$ cat src/rtl/serial_add_pkg.sv
// Shared definitions for the bit-serial adder controller: state encoding and
// the bit-counter width helper.
package serial_add_pkg;

    typedef enum logic [1:0] {
        ST_IDLE = 2'd0,
        ST_RUN  = 2'd1,
        ST_DONE = 2'd2
    } state_t;

    function automatic int CNT_W(input int width);
        return $clog2(width) + 1;
    endfunction

endpackage

$ cat src/rtl/serial_fa_bit.sv
// One-bit full adder cell made of two half adders and an OR; purely
// combinational, all sequencing state lives in the controller.
module serial_fa_bit (
    input  logic a,
    input  logic b,
    input  logic cin,
    output logic s,
    output logic cout
);

    logic ha0_s;
    logic ha0_c;
    logic ha1_c;

    assign ha0_s = a ^ b;
    assign ha0_c = a & b;
    assign s     = ha0_s ^ cin;
    assign ha1_c = ha0_s & cin;
    assign cout  = ha0_c | ha1_c;

endmodule

$ cat src/rtl/serial_add_ctrl.sv
// Bit-serial adder controller: latches a/b on start and feeds one full-adder
// cell LSB first for WIDTH cycles. Optional subtract mode: SERIAL_ADD_SUB_EN.
module serial_add_ctrl
    import serial_add_pkg::*;
#(
    parameter int WIDTH = 8
) (
    input  logic             clk,
    input  logic             rst,
    input  logic             start,
`ifdef SERIAL_ADD_SUB_EN
    input  logic             sub,
`endif
    input  logic [WIDTH-1:0] a,
    input  logic [WIDTH-1:0] b,
    output logic             busy,
    output logic             done,
    output logic [WIDTH-1:0] sum,
    output logic             cout
);

    localparam int            CW       = CNT_W(WIDTH);
    localparam logic [CW-1:0] CNT_LAST = CW'(WIDTH - 1);
    localparam logic [CW-1:0] CNT_ONE  = CW'(1);

    state_t           state_r;
    state_t           state_nx;
    logic [WIDTH-1:0] a_sh_r;
    logic [WIDTH-1:0] b_sh_r;
    logic [WIDTH-1:0] sum_sh_r;
    logic             carry_r;
    logic [CW-1:0]    cnt_r;
    logic             busy_r;
    logic             done_r;
    logic [WIDTH-1:0] sum_r;
    logic             cout_r;

    logic             accept_s;
    logic             last_s;
    logic             bit_sum_s;
    logic             bit_carry_s;
    logic [WIDTH-1:0] b_lat_s;
    logic             carry_init_s;
    logic [WIDTH:0]   sum_cat_s;
    logic [WIDTH-1:0] sum_shift_s;

    serial_fa_bit u_fa (
        .a    (a_sh_r[0]),
        .b    (b_sh_r[0]),
        .cin  (carry_r),
        .s    (bit_sum_s),
        .cout (bit_carry_s)
    );

    assign accept_s    = start && ((state_r == ST_IDLE) || (state_r == ST_DONE));
    assign last_s      = (state_r == ST_RUN) && (cnt_r == CNT_LAST);
    assign sum_cat_s   = {bit_sum_s, sum_sh_r};
    assign sum_shift_s = sum_cat_s[WIDTH:1];

    // Operand B conditioning: two's-complement subtract inverts B and seeds carry.
    always_comb begin
        b_lat_s      = b;
        carry_init_s = 1'b0;
`ifdef SERIAL_ADD_SUB_EN
        if (sub) begin
            b_lat_s      = ~b;
            carry_init_s = 1'b1;
        end else begin
            b_lat_s      = b;
            carry_init_s = 1'b0;
        end
`endif
    end

    // Next-state logic.
    always_comb begin
        state_nx = state_r;
        case (state_r)
            ST_IDLE: begin
                if (start) state_nx = ST_RUN;
                else       state_nx = ST_IDLE;
            end
            ST_RUN: begin
                if (last_s) state_nx = ST_DONE;
                else        state_nx = ST_RUN;
            end
            ST_DONE: begin
                if (start) state_nx = ST_RUN;
                else       state_nx = ST_IDLE;
            end
            default: state_nx = ST_IDLE;
        endcase
    end

    // State register plus status flags registered from the next state.
    always_ff @(posedge clk or posedge rst) begin
        if (rst) begin
            state_r <= ST_IDLE;
            busy_r  <= 1'b0;
            done_r  <= 1'b0;
        end else begin
            state_r <= state_nx;
            busy_r  <= (state_nx == ST_RUN);
            done_r  <= (state_nx == ST_DONE);
        end
    end

    // Serial datapath; the visible result only changes on the final RUN bit.
    always_ff @(posedge clk or posedge rst) begin
        if (rst) begin
            a_sh_r   <= {WIDTH{1'b0}};
            b_sh_r   <= {WIDTH{1'b0}};
            sum_sh_r <= {WIDTH{1'b0}};
            carry_r  <= 1'b0;
            cnt_r    <= {CW{1'b0}};
            sum_r    <= {WIDTH{1'b0}};
            cout_r   <= 1'b0;
        end else if (accept_s) begin
            a_sh_r   <= a;
            b_sh_r   <= b_lat_s;
            sum_sh_r <= {WIDTH{1'b0}};
            carry_r  <= carry_init_s;
            cnt_r    <= {CW{1'b0}};
        end else if (state_r == ST_RUN) begin
            a_sh_r   <= a_sh_r >> 1;
            b_sh_r   <= b_sh_r >> 1;
            sum_sh_r <= sum_shift_s;
            carry_r  <= bit_carry_s;
            cnt_r    <= cnt_r + CNT_ONE;
            if (last_s) begin
                sum_r  <= sum_shift_s;
                cout_r <= bit_carry_s;
            end
        end
    end

    assign busy = busy_r;
    assign done = done_r;
    assign sum  = sum_r;
    assign cout = cout_r;

endmodule

$ cat config.mk
export PLATFORM = sky130hd
export DESIGN_NAME = serial_add_ctrl
export DESIGN_NICKNAME = d
export VERILOG_FILES = /design/src/rtl/serial_add_pkg.sv /design/src/rtl/serial_fa_bit.sv /design/src/rtl/serial_add_ctrl.sv
export SDC_FILE = /design/constraint.sdc
export NUM_CORES = 1
export LEC_CHECK = 0
export ABC_AREA = 1
export CAP_MARGIN = 20
export CORE_ASPECT_RATIO = 1.1
export CORE_UTILIZATION = 30
export CTS_BUF_LIST = sky130_fd_sc_hd__clkbuf_8
export CTS_CLUSTER_DIAMETER = 40
export DETAILED_ROUTE_END_ITERATION = 12
export DONT_BUFFER_PORTS = 1
export PLACE_DENSITY = 0.48
export SLEW_MARGIN = 15
export SYNTH_ARGS = -nofsm -noshare
export SYNTH_HDL_FRONTEND = slang
export SYNTH_HIERARCHICAL = 1
export SYNTH_SLANG_ARGS = --single-unit
$ cat constraint.sdc
create_clock -name clk -period 1.4 [get_ports clk]
set_input_delay 0 -clock clk [delete_from_list [all_inputs] [get_ports clk]]
set_output_delay 0 -clock clk [all_outputs]
set_load 0.03 [all_outputs]
# Yosys cells after proc, flatten, opt, wreduce, memory -nomap -nowiden
# Cells that the tools add are included.
classes:
  n_bitwise: 6
  reduce_logical: 7
  n_mux: 13
  n_eq_ne: 5
  add_sub_neg: 1
ops:
  columns: ["cell", "count"]
  rows:
  - ["$mux 8", 6]
  - ["$mux 4", 2]
  - ["$add 4x1->4 const B", 1]
  - ["$eq 2x1->1 const B", 2]
  - ["$eq 2x2->1 const B", 2]
  - ["$eq 4x3->1 const B", 1]
  - ["$pmux 2 s2", 1]
  - ["$mux 1", 3]
  - ["$reduce_and 3->1", 1]
  - ["$and 1x1->1", 2]
  - ["$logic_and 1x1->1", 2]
  - ["$logic_not 2->1", 1]
  - ["$mux 2", 1]
  - ["$reduce_bool 2->1", 1]
  - ["$reduce_or 2->1", 1]
  - ["$xor 1x1->1", 2]
  - ["$logic_or 1x1->1", 1]
  - ["$not 1->1", 1]
  - ["$or 1x1->1", 1]
word_totals:
  inputBits: 19
  register_bits: 42
  output_inout_bits: 11
  wordCells: 42

# Logic depth before layout (Yosys ltp)
logic_depth:
  ltp_word: 5
  depth_mapped: 8

# Cells and area by module
# The synthesis kept the hierarchy.
by_module_without_submodules:
  columns: ["mod", "cells_each", "n_inst", "area_each_um2", "seq_area_each_um2"]
  rows:
  - ["serial_add_ctrl", 208, 1, 1805.5, 1026.0]
  - ["serial_fa_bit", 1, 1, 20.0, 0.0]

# Worst setup path before layout
# Ideal clock, no wire load.
synth_path:
  kind: "reg2reg"
  startpoint: "register a_sh_r[0]"
  endpoint: "register sum_sh_r[7]"
  period_less_slack_ns: 1.174
  stages_incl_launch_ff: 4
  path_buffers: 0
  t_required_ns: 1.318
  arrival_ns: 1.091
  setup_time_ns: 0.082
  slack_ns: 0.226
  path_cell_list: "dfrtp_1 -> fa_1 -> inv_1 -> o22ai_1"
synth_between:
  elab_chain_cells: 4
synth_rtl:
  columns: ["item", "line_no", "text"]
  rows:
  - ["from (decl)", "serial_add_ctrl.sv:28", "logic [WIDTH-1:0] a_sh_r;"]
  - ["from (signal assigned)", "serial_add_ctrl.sv:111", "a_sh_r <= {WIDTH{1'b0}};"]
  - ["from (signal assigned)", "serial_add_ctrl.sv:125", "a_sh_r <= a_sh_r >> 1;"]
  - ["$xor 1x1->1", "serial_fa_bit.sv:15", "assign ha0_s = a ^ b;"]
  - ["$xor 1x1->1", "serial_fa_bit.sv:17", "assign s = ha0_s ^ cin;"]
  - ["named net bit_sum_s", "serial_add_ctrl.sv:40", "logic bit_sum_s;"]
  - ["$mux 8", "serial_add_ctrl.sv:124", "end else if (state_r == ST_RUN) begin"]
  - ["$mux 8", "serial_add_ctrl.sv:118", "end else if (accept_s) begin"]
  - ["to (signal assigned)", "serial_add_ctrl.sv:113", "sum_sh_r <= {WIDTH{1'b0}};"]
  - ["to (signal assigned)", "serial_add_ctrl.sv:121", "sum_sh_r <= {WIDTH{1'b0}};"]
  - ["to (signal assigned)", "serial_add_ctrl.sv:127", "sum_sh_r <= sum_shift_s;"]
  - ["to (decl)", "serial_add_ctrl.sv:30", "logic [WIDTH-1:0] sum_sh_r;"]
# The timed path passes the listed nets, and every way through them passes these cells. The select of a mux whose other input is x is not followed.
# A chain may end at the register's enable or synchronous reset.

# Worst setup path in the final report
layout_path:
  startpoint: "register cnt_r[0]"
  endpoint: "register sum_r[7] (netlist: sum[7])"
layout_between:
  elab_chain_cells: 3
layout_rtl:
  columns: ["item", "line_no", "text"]
  rows:
  - ["from (decl)", "serial_add_ctrl.sv:32", "logic [CW-1:0] cnt_r;"]
  - ["from (signal assigned)", "serial_add_ctrl.sv:115", "cnt_r <= {CW{1'b0}};"]
  - ["from (signal assigned)", "serial_add_ctrl.sv:123", "cnt_r <= {CW{1'b0}};"]
  - ["from (signal assigned)", "serial_add_ctrl.sv:129", "cnt_r <= cnt_r + CNT_ONE;"]
  - ["$eq 4x3->1", "serial_add_ctrl.sv:56", "assign last_s = (state_r == ST_RUN) && (cnt_r == CNT_LAST);"]
  - ["$logic_and 1x1->1", "serial_add_ctrl.sv:56", null]
  - ["$reduce_and 3->1 (no line)", null, null]
  - ["to (signal assigned)", "serial_add_ctrl.sv:116", "sum_r <= {WIDTH{1'b0}};"]
  - ["to (signal assigned)", "serial_add_ctrl.sv:131", "sum_r <= sum_shift_s;"]
  - ["to (decl)", "serial_add_ctrl.sv:35", "logic [WIDTH-1:0] sum_r;"]
# No other way between the ends.

==> results.cfg <==
[logic_synthesis]
netlist_area_um2 = 1826
syn_nets = 230
netlist_instances = 209
yosys.area_share.simple_pct = 22.82
synth_top_family_by_area = simple AND/OR/NAND/NOR gates
yosys-mux-area-fraction_pct = 0
synth_xor_area_share_pct = 0
synth_seq_area_share_pct = 56.20
avgSynthCellArea_um2 = 8.734
yosysTopAreaCellShare_pct = 56.20
synth_seq_cells = 41
yosysUniqueCellTypes = 20
synth_compound_area_share_pct = 8.362
synthTopCellsByArea = dfrtp_1 (56%), nand2_1 (19%), inv_1 (6.2%)
ys_warn_count = 6
synthAdderAreaFrac_pct = 1.782
yosysTopAreaCell = dfrtp_1

[pwr]
leakage_nw = 1.139
ir_worst_vdd_v = 0.0008362
power.density_nw_per_um2 = 2166

[sta]
layout_setup_ws_ps = 154.6
layout_min_cycle_time_ps = 1245
finalClockSkew_ps = 5.206
tightest_slew_ps = 515.4
final.setup.tns_ps = 0
setup_viol = 0
report.final.slew_viol_count = 0
final-hold-violation-count = 0
fin_crit_sh_pct = 88.96
max_freq_ghz = 0.8030
rsz0062_at_grt = false
maxSlewHeadroom_pct = 65.64

[setup_path]
cp-start-kind = flip-flop
cp.arrival_ps = 1430
worst-path-max-fanout = 20
worstSetupEndpointType = flip-flop
crit_path_cell_trace = ha_1, nand2_1, nor2_2, nand2_2, buf_12, nand2_1, o21ai_2
crit_type = flip-flop to flip-flop
critPathSlowestCell = dfrtp_1
cp_common_cell = nand2_1
slowest_delay_ps = 390
required_ps = 1580

[layout]
fin_util_pct = 37.18
nets = 252
area_delta_synth_final_pct = 18.23
multi_input_area_um2 = 601.8
final-seq-area_um2 = 1026
diodes = 0
layout-drive-gt1-share_pct = 11.69
nFillCells = 614

[grt]
grt_max_degree = 42
antenna_found_initial = 0
grt_pass1_vias = 1231
grt_util_all_layers_pct = 10.99
grt-ovfl-total = 0
grt_pass1_wl_um = 5526

[cts]
cts_buffers = 5
clock_latency_ps = 280
cts.path.max_buffers = 2
clk_pin_slew_ps = 80
cts.sinks = 41
root_buffer = clkbuf_8
cts_tree = built
htreeDepth = 2

[place]
dpl.hpwl_um = 2012
dp_worst_setup_slack_ps = 138.2
place_congestion = 0.6782
port_buffers = 0

[drt]
wl_per_cell_um = 10.15
vias = 1294
drt_iter0_drc = 60
wl_met2_um = 1446
top_layer_used = met4
drt_pass1_iterations = 4
wl_met3_um = 139
met1_length_um = 1500
via_per_inst = 4.201
ant_nets = 0
drt_wl_total_um = 3126
route.detailed.drc = 0

[floorplanning]
dieWidth_um = 76.38
io-pin-count = 30
start_util_pct = 31.44
core_region_area_um2 = 5806
die_h_um = 83.82
rows = 29
die-area_um2 = 6401

[worst_hold_path]
worstHoldPathType = primary input to flip-flop

[run_status]
status = complete, no violations

[flow_run]
max_cap_violations = 0
area by class of cell:
type	instances	area share, %
sequential	41	47.54
multi-input combinational	129	27.88
timing repair buffer	22	10.32
inverter	32	5.797
tap	77	4.464
clock buffer	6	3.826
clock inverter	1	0.1739
final timing paths:
kind / from / endpoint / slack, ps / cells past startpoint
worst max-delay path: cnt_r[0]$_DFFE_PP0P_ / sum[7]$_DFFE_PP0P_ / 150 / 7
worst min-delay path: start / a_sh_r[7]$_DFFE_PP0P_ / 20 / 4
worst max register to register: cnt_r[0]$_DFFE_PP0P_ / sum[7]$_DFFE_PP0P_ / 150 / 7
worst min register to register: a_sh_r[7]$_DFFE_PP0P_ / a_sh_r[7]$_DFFE_PP0P_ / 480 / 2
max in group asynchronous: rst / cnt_r[0]$_DFFE_PP0P_ / 760 / 3
min in group asynchronous: rst / sum[5]$_DFFE_PP0P_ / 280 / 3
kinds of logic after synthesis:
| group | after synthesis |
|---|---|
| and+or+nand+nor | 105 |
| DFF | 41 |
| buffers and inverters | 39 |
| AOI/OAI and AO/OA | 22 |
| adders and majority gates | 2 |
layer usage:
| metal | global-route usage [%] | up-vias |
|---|---|---|
| met3 | 3.607 | 7 |
| met4 | 4.196 | 0 |
| met5 | 0 | - |
| met1 | 13.42 | 588 |
| li1 | - | 667 |
| met2 | 17.94 | 32 |
critical path: cells and delay by family (launching register included):
| kind | cells | cell delay, ps |
|---|---|---|
| compound gates | 1 | 50 |
| fa+ha+maj | 1 | 180 |
| buf+inv | 1 | 160 |
| flops | 1 | 390 |
| simple gates | 4 | 360 |
cell usage after synthesis:
master and number:
ha_1 1, o21ai_2 9, buf_2 1, dfrtp_1 41, a21oi_1 1, buf_8 1, buf_4 1, nand3_1 2
nor2_1 3, fa_1 1, buf_6 4, nand2_1 94, inv_4 2, nor2_2 1, inv_1 30, o21ai_1 1
o22ai_1 7, nand2_2 4, nor2_4 1, o21ai_0 4
registers in the layout, indices dropped and copies added, names as in the netlist:
name / cells
a_sh_r: 8
b_sh_r: 8
busy: 1
carry_r: 1
cnt_r: 4
cout: 1
done: 1
state_r: 2
sum: 8
sum_sh_r: 7
cell usage in the layout, fill, tap and decap left out, drive strengths merged:
master        n
o21ai        14
clkbuf        6
fa            1
nor2          5
nand3         2
dlygate4sd3  18
inv          33
nand2        98
ha            1
dfrtp        41
a21oi         1
o22ai         7
buf           4
report_power, final:
group / internal, mW / total [mW] / leakage [nW] / switching (mW)
sequential: 1.71 / 2.29 / 0.517 / 0.583
clock: 0.384 / 0.762 / 0.0485 / 0.378
combinational: 0.613 / 1.62 / 0.573 / 1.01
total: 2.70 / 4.67 / 1.14 / 1.97
metrics by stage:
step / std cells / hold WS, ps / power [mW] / cell area (µm²)
detailed placement: 283 / 58.87 / 3.948 / 1892
floorplan: 209 / 116.6 / 3.685 / 1826
global placement: 283 / 66.15 / 3.917 / 1892
global route: 308 / 34.46 / 5.124 / 2158
finish: 308 / 20.41 / 4.674 / 2158
CTS: 308 / 23.87 / 4.767 / 2158
what timing repair did:
item	in CTS	in global routing
hold buffers	18	0
hold endpoints to repair	59	0
buffers inserted	0	0
gates resized for setup	0	0
(Power assumes the default switching activity.)
